### config.mk
export PLATFORM = sky130hd
export DESIGN_NAME = kernel_cache_loader
export DESIGN_NICKNAME = d
export VERILOG_FILES = /design/src/rtl/kernel_pkg.sv /design/src/rtl/kernel_cache_loader.sv
export SDC_FILE = /design/constraint.sdc
export NUM_CORES = 1
export LEC_CHECK = 0
export CAP_MARGIN = 20
export CORE_UTILIZATION = 40
export CTS_BUF_LIST = sky130_fd_sc_hd__clkbuf_4
export DETAILED_ROUTE_END_ITERATION = 7
export RECOVER_POWER = 25
export SLEW_MARGIN = 20
export SYNTH_ARGS = -nofsm -noshare
export SYNTH_HDL_FRONTEND = slang
export SYNTH_SLANG_ARGS = --single-unit
### constraint.sdc
create_clock -name clk -period 5.5 [get_ports clk]
set_clock_uncertainty 0.15 [all_clocks]
set_input_delay 1.1 -clock clk [delete_from_list [all_inputs] [get_ports clk]]
set_output_delay 1.1 -clock clk [all_outputs]
set_load 0.02 [all_outputs]
### src/rtl/kernel_pkg.sv
// Types and constants shared by the kernel window loader and the ALU cache port.
// Combinational only: no latency, no flow control.
package kernel_pkg;

  typedef enum logic [2:0] {
    IDLE,
    REQ,
    WAIT,
    DRAIN,
    COMMIT
  } loader_state_t;

  localparam int NUM_KLINES = 3;
  localparam int KWORD_W    = 24;

endpackage

### src/rtl/kernel_cache_loader.sv
// Fetches a 3-row convolution window over req/gnt/rvalid and commits it atomically to the ALU cache.
// Latency 7 cycles from start with no memory stalls; one request outstanding, stalls on gnt/rvalid, busy back-pressures decode.
module kernel_cache_loader
  import kernel_pkg::*;
#(
  parameter int ADDR_W = 16,
  parameter int WORD_W = KWORD_W
) (
  input  logic              clk,
  input  logic              rst_n,
  input  logic              start,
  input  logic              flush,
  input  logic [ADDR_W-1:0] base_addr,
  input  logic [ADDR_W-1:0] stride,
  output logic              mem_req,
  output logic [ADDR_W-1:0] mem_addr,
  input  logic              mem_gnt,
  input  logic              mem_rvalid,
  input  logic [WORD_W-1:0] mem_rdata,
  output logic [WORD_W-1:0] cache_out [0:NUM_KLINES-1],
  output logic              cache_valid,
  output logic              busy,
  output logic              load_done
);

  loader_state_t state_q, state_d;
  logic [ADDR_W-1:0] addr_q, addr_d;
  logic [ADDR_W-1:0] stride_q, stride_d;
  logic [1:0]        idx_q, idx_d;
  logic              valid_q, valid_d;
  logic              done_q, done_d;
  logic              shadow_we;
  logic              commit;
  logic [WORD_W-1:0] shadow_q [0:NUM_KLINES-1];
  logic [WORD_W-1:0] cache_q  [0:NUM_KLINES-1];

  always_comb begin
    state_d   = state_q;
    addr_d    = addr_q;
    stride_d  = stride_q;
    idx_d     = idx_q;
    shadow_we = 1'b0;
    commit    = 1'b0;
    valid_d   = valid_q & ~flush;
    done_d    = 1'b0;
    case (state_q)
      IDLE: begin
        if (start && !flush) begin
          addr_d   = base_addr;
          stride_d = stride;
          idx_d    = 2'd0;
          state_d  = REQ;
        end
      end
      REQ: begin
        // An accepted request must have its response drained even if flushed.
        if (mem_gnt) begin
          addr_d  = addr_q + stride_q;
          state_d = flush ? DRAIN : WAIT;
        end else if (flush) begin
          state_d = IDLE;
        end
      end
      WAIT: begin
        if (mem_rvalid) begin
          if (flush) begin
            state_d = IDLE;
          end else begin
            shadow_we = 1'b1;
            if (idx_q == 2'd2) begin
              state_d = COMMIT;
            end else begin
              idx_d   = idx_q + 2'd1;
              state_d = REQ;
            end
          end
        end else if (flush) begin
          state_d = DRAIN;
        end
      end
      DRAIN: begin
        if (mem_rvalid) state_d = IDLE;
      end
      COMMIT: begin
        state_d = IDLE;
        if (!flush) begin
          commit  = 1'b1;
          valid_d = 1'b1;
          done_d  = 1'b1;
        end
      end
      default: state_d = IDLE;
    endcase
  end

  always_ff @(posedge clk or negedge rst_n) begin
    if (!rst_n) begin
      state_q  <= IDLE;
      addr_q   <= '0;
      stride_q <= '0;
      idx_q    <= 2'd0;
      valid_q  <= 1'b0;
      done_q   <= 1'b0;
      for (int i = 0; i < NUM_KLINES; i++) begin
        shadow_q[i] <= '0;
        cache_q[i]  <= '0;
      end
    end else begin
      state_q  <= state_d;
      addr_q   <= addr_d;
      stride_q <= stride_d;
      idx_q    <= idx_d;
      valid_q  <= valid_d;
      done_q   <= done_d;
      if (shadow_we) shadow_q[idx_q] <= mem_rdata;
      if (commit) begin
        for (int i = 0; i < NUM_KLINES; i++) cache_q[i] <= shadow_q[i];
      end
    end
  end

  assign mem_req     = (state_q == REQ);
  assign mem_addr    = addr_q;
  assign busy        = (state_q != IDLE);
  assign cache_valid = valid_q;
  assign load_done   = done_q;
  assign cache_out   = cache_q;

endmodule

==> results.sh <==
export IMPL_yosysSeqAreaShare=0.588
export IMPL_syn_cell_area_um2=7790
export IMPL_synthFlopType="dfrtp_1"
export IMPL_hold_class="reg -> reg"
export IMPL_drive_gt1_frac=0.277
export IMPL_slew_violations=95
export IMPL_grt_use_total=0.187
export IMPL_cp_arrival_ns=2.63
export IMPL_row_count=50
export IMPL_cts_setup_buffers=0
export IMPL_crit_path_end_kind="output pin"
export IMPL_status="complete, but fails checks"
export IMPL_pre_cts_ws_ns=1.47
export IMPL_intPower_w=0.00293
export IMPL_cp_top_family="buffers and inverters"
export IMPL_dieArea_um2=20000
export IMPL_worst_slack_ns=1.62
export IMPL_async_reset_ff_frac=1.00
export IMPL_synth_edf_count=0
export IMPL_grt_pass1_vias=5435
export IMPL_synthCells=572
export IMPL_via_count=5017
export IMPL_rsz0062_at_grt="false"
export IMPL_start_kind="register"
export IMPL_cp_cell_sequence="inv_2 > or3_4 > clkinv_2 > clkdlybuf4s50_1"
export IMPL_root_buffer="clkbuf_4"
export IMPL_place_port_buffers=153
export IMPL_grt_max_degree=96
export IMPL_timing_final_hold_violations=0
export IMPL_initial_core_util=0.412
export IMPL_r2r_start="state_q[0]"
export IMPL_cts_hold_buffers=0
export IMPL_path_class="reg -> out"
export IMPL_worst_path_max_delay_cell="clkdlybuf4s50_1"
export IMPL_p_sw_frac=0.350
export IMPL_routed_wl_um=17600
export IMPL_cts_buffers_inserted=17
export IMPL_fmax_mhz=258
export IMPL_syn_area_per_cell_um2=13.6
export IMPL_powerDensity_nw_per_um2=456
export IMPL_seqPwrFrac=0.434
export IMPL_path_depth=4
export IMPL_dr_pass1_iters=4
export IMPL_worst_pin_slew_ns=2.42
export IMPL_startpoint="state_q[0]"
export IMPL_p_switching_w=0.00158
export IMPL_die_y_um=142
export IMPL_required_ns=4.25
export IMPL_crit_fanout=20
export IMPL_io_pins=154
export IMPL_period_share=0.705
export IMPL_gp_congestion=0.794
export IMPL_antenna_found_initial=1
export IMPL_yosys_top_cells_area="dfrtp_1 59%, mux2_2 23%, ha_1 2.9%"
export IMPL_r2r_end="mem_addr[15]"
export IMPL_relSlewSlack=-0.614
export IMPL_cts_sinks=183
export IMPL_holdWs_ns=0.358
export IMPL_r2r_setup_slack_ns=2.65
export IMPL_placed_area_um2=9580
export IMPL_drtAntennaViolNets=0
export IMPL_cp_slowest_stage_delay_ns=0.65
export IMPL_nets=804
export IMPL_max_cap_violations=1
export IMPL_grt_pass1_wl_um=29000
export IMPL_layout_commonest_cell="dfrtp_1"
export IMPL_min_period_ns=3.88
export IMPL_cp_endpoint="mem_req"
export IMPL_drc=0
export IMPL_setup_tns_final_ns=0
export IMPL_hpwl_um=11800
export IMPL_synth_distinct_cells=46
export IMPL_reg2reg_depth=5
export IMPL_setup_viol=0
export IMPL_peakVddDrop_mv=0.161
export IMPL_fp_coreArea_um2=18900
export IMPL_yosys_warnings=0
export IMPL_crit_buf_inv=3
export IMPL_power_frac_comb=0.379
export IMPL_cts_htree_levels=4
export IMPL_p_leak_nw=4.59
export IMPL_synth_nets=653
export IMPL_cts_buffer_depth=2
export IMPL_clkPwrFrac=0.186
export IMPL_drt_iter0_drc=216
export IMPL_clock_latency_ns=0.56
export IMPL_grt_overflow=0
export IMPL_die_w_um=142
export IMPL_violations="max-capacitance violations, max-slew violations"
export IMPL_synth_top_area_cell="dfrtp_1"
export IMPL_fin_area_um2=9910
export IMPL_wl_per_cell_um=17.7
export IMPL_ys_seq_elements=183
export IMPL_synth_top_area_share=0.588
export IMPL_final_cell_mix="183 x dfrtp_1, 161 x mux2_2, 152 x clkdlybuf4s50_1"
export IMPL_cts_resized=0
export IMPL_cts_tree="done"
export IMPL_clkTransAtPathRegs_ns=0.15
export IMPL_area_growth_syn_to_layout_pct=27.2
export IMPL_viasPerCell=5.03
sequential cells by signal, summed over array words and instances, names as in the netlist:
register	flops
cache_out	72
cache_valid	1
idx_q	2
load_done	1
mem_addr	16
shadow_q	72
state_q	3
stride_q	16
worst reg2reg max path, delay by kind of cell (launching register included):
family	cells	cell delay, ns
simple gates	4	1.95
flops	1	0.53
compound gates	1	0.13
metrics by stage:
step / std cells / utilization / total power (W)
CTS: 996 / 0.525 / 0.00456
global route: 997 / 0.524 / 0.00484
floorplan: 572 / - / 0.00316
detailed placement: 964 / 0.507 / 0.00371
finish: 997 / 0.524 / 0.00451
global placement: 964 / 0.507 / 0.00363
layer usage:
layer	wire, um	global-route usage	vias to the layer above
li1	-	-	2348
met1	7760	0.235	2545
met2	8510	0.310	114
met3	1190	0.0584	10
met4	159	0.0560	0
met5	0	0	-
cell usage after synthesis (all sizes together), types with 2 or more instances:
library cell,count
xnor2,8
clkbuf,14
and3,4
nand2,38
inv,8
a21o,5
o211ai,5
nor2,20
a211oi,2
o31ai,2
a31oi,4
nand4,4
xor2,3
nor4,3
nor3b,2
nor3,5
nand3,11
mux2i,4
buf,12
o21bai,3
a21oi,22
mux2,161
dfrtp,183
a21boi,3
o21ai,9
or3,3
nor2b,4
ha,18
worst min path at each step:
stage                 start       endpoint  cells after the start
3_5_place_dp    cache_valid    cache_valid                      1
2_1_floorplan   shadow_q[0]   cache_out[0]                      1
3_3_place_gp    cache_valid    cache_valid                      1
5_1_grt         shadow_q[0]   cache_out[0]                      1
6_report        shadow_q[0]   cache_out[0]                      1
4_1_cts        shadow_q[22]  cache_out[22]                      1
power groups by stage:
stage / Clock (W) / Combinational [W] / Sequential (W)
floorplan: 0 / 0.00118 / 0.00198
global route: 0.000922 / 0.00191 / 0.00201
CTS: 0.000871 / 0.00172 / 0.00196
global placement: 0 / 0.00166 / 0.00196
detailed placement: 0 / 0.00172 / 0.00199
finish: 0.000841 / 0.00171 / 0.00196
logic make-up after synthesis:
group / Yosys count / share of synthesized area
multiplexers: 165 / 0.238
flip-flops: 183 / 0.588
buffers and inverters: 35 / 0.0201
XOR/XNOR: 11 / 0.0124
adder cells (fa/ha/maj): 19 / 0.0315
AO/OA/AOI/OAI: 62 / 0.0501
AND/OR/NAND/NOR: 97 / 0.0602
layout make-up:
cell class	count	area, um2
Multi-Input combinational cell	354	3060
Tap cell	260	325
Clock buffer	18	135
Timing Repair Buffer	158	1580
Fill cell	1665	8980
Clock inverter	14	194
Sequential cell	183	4580
Inverter	9	35.0
Antenna cell	1	2.50
Power figures use the tool's default switching activity.
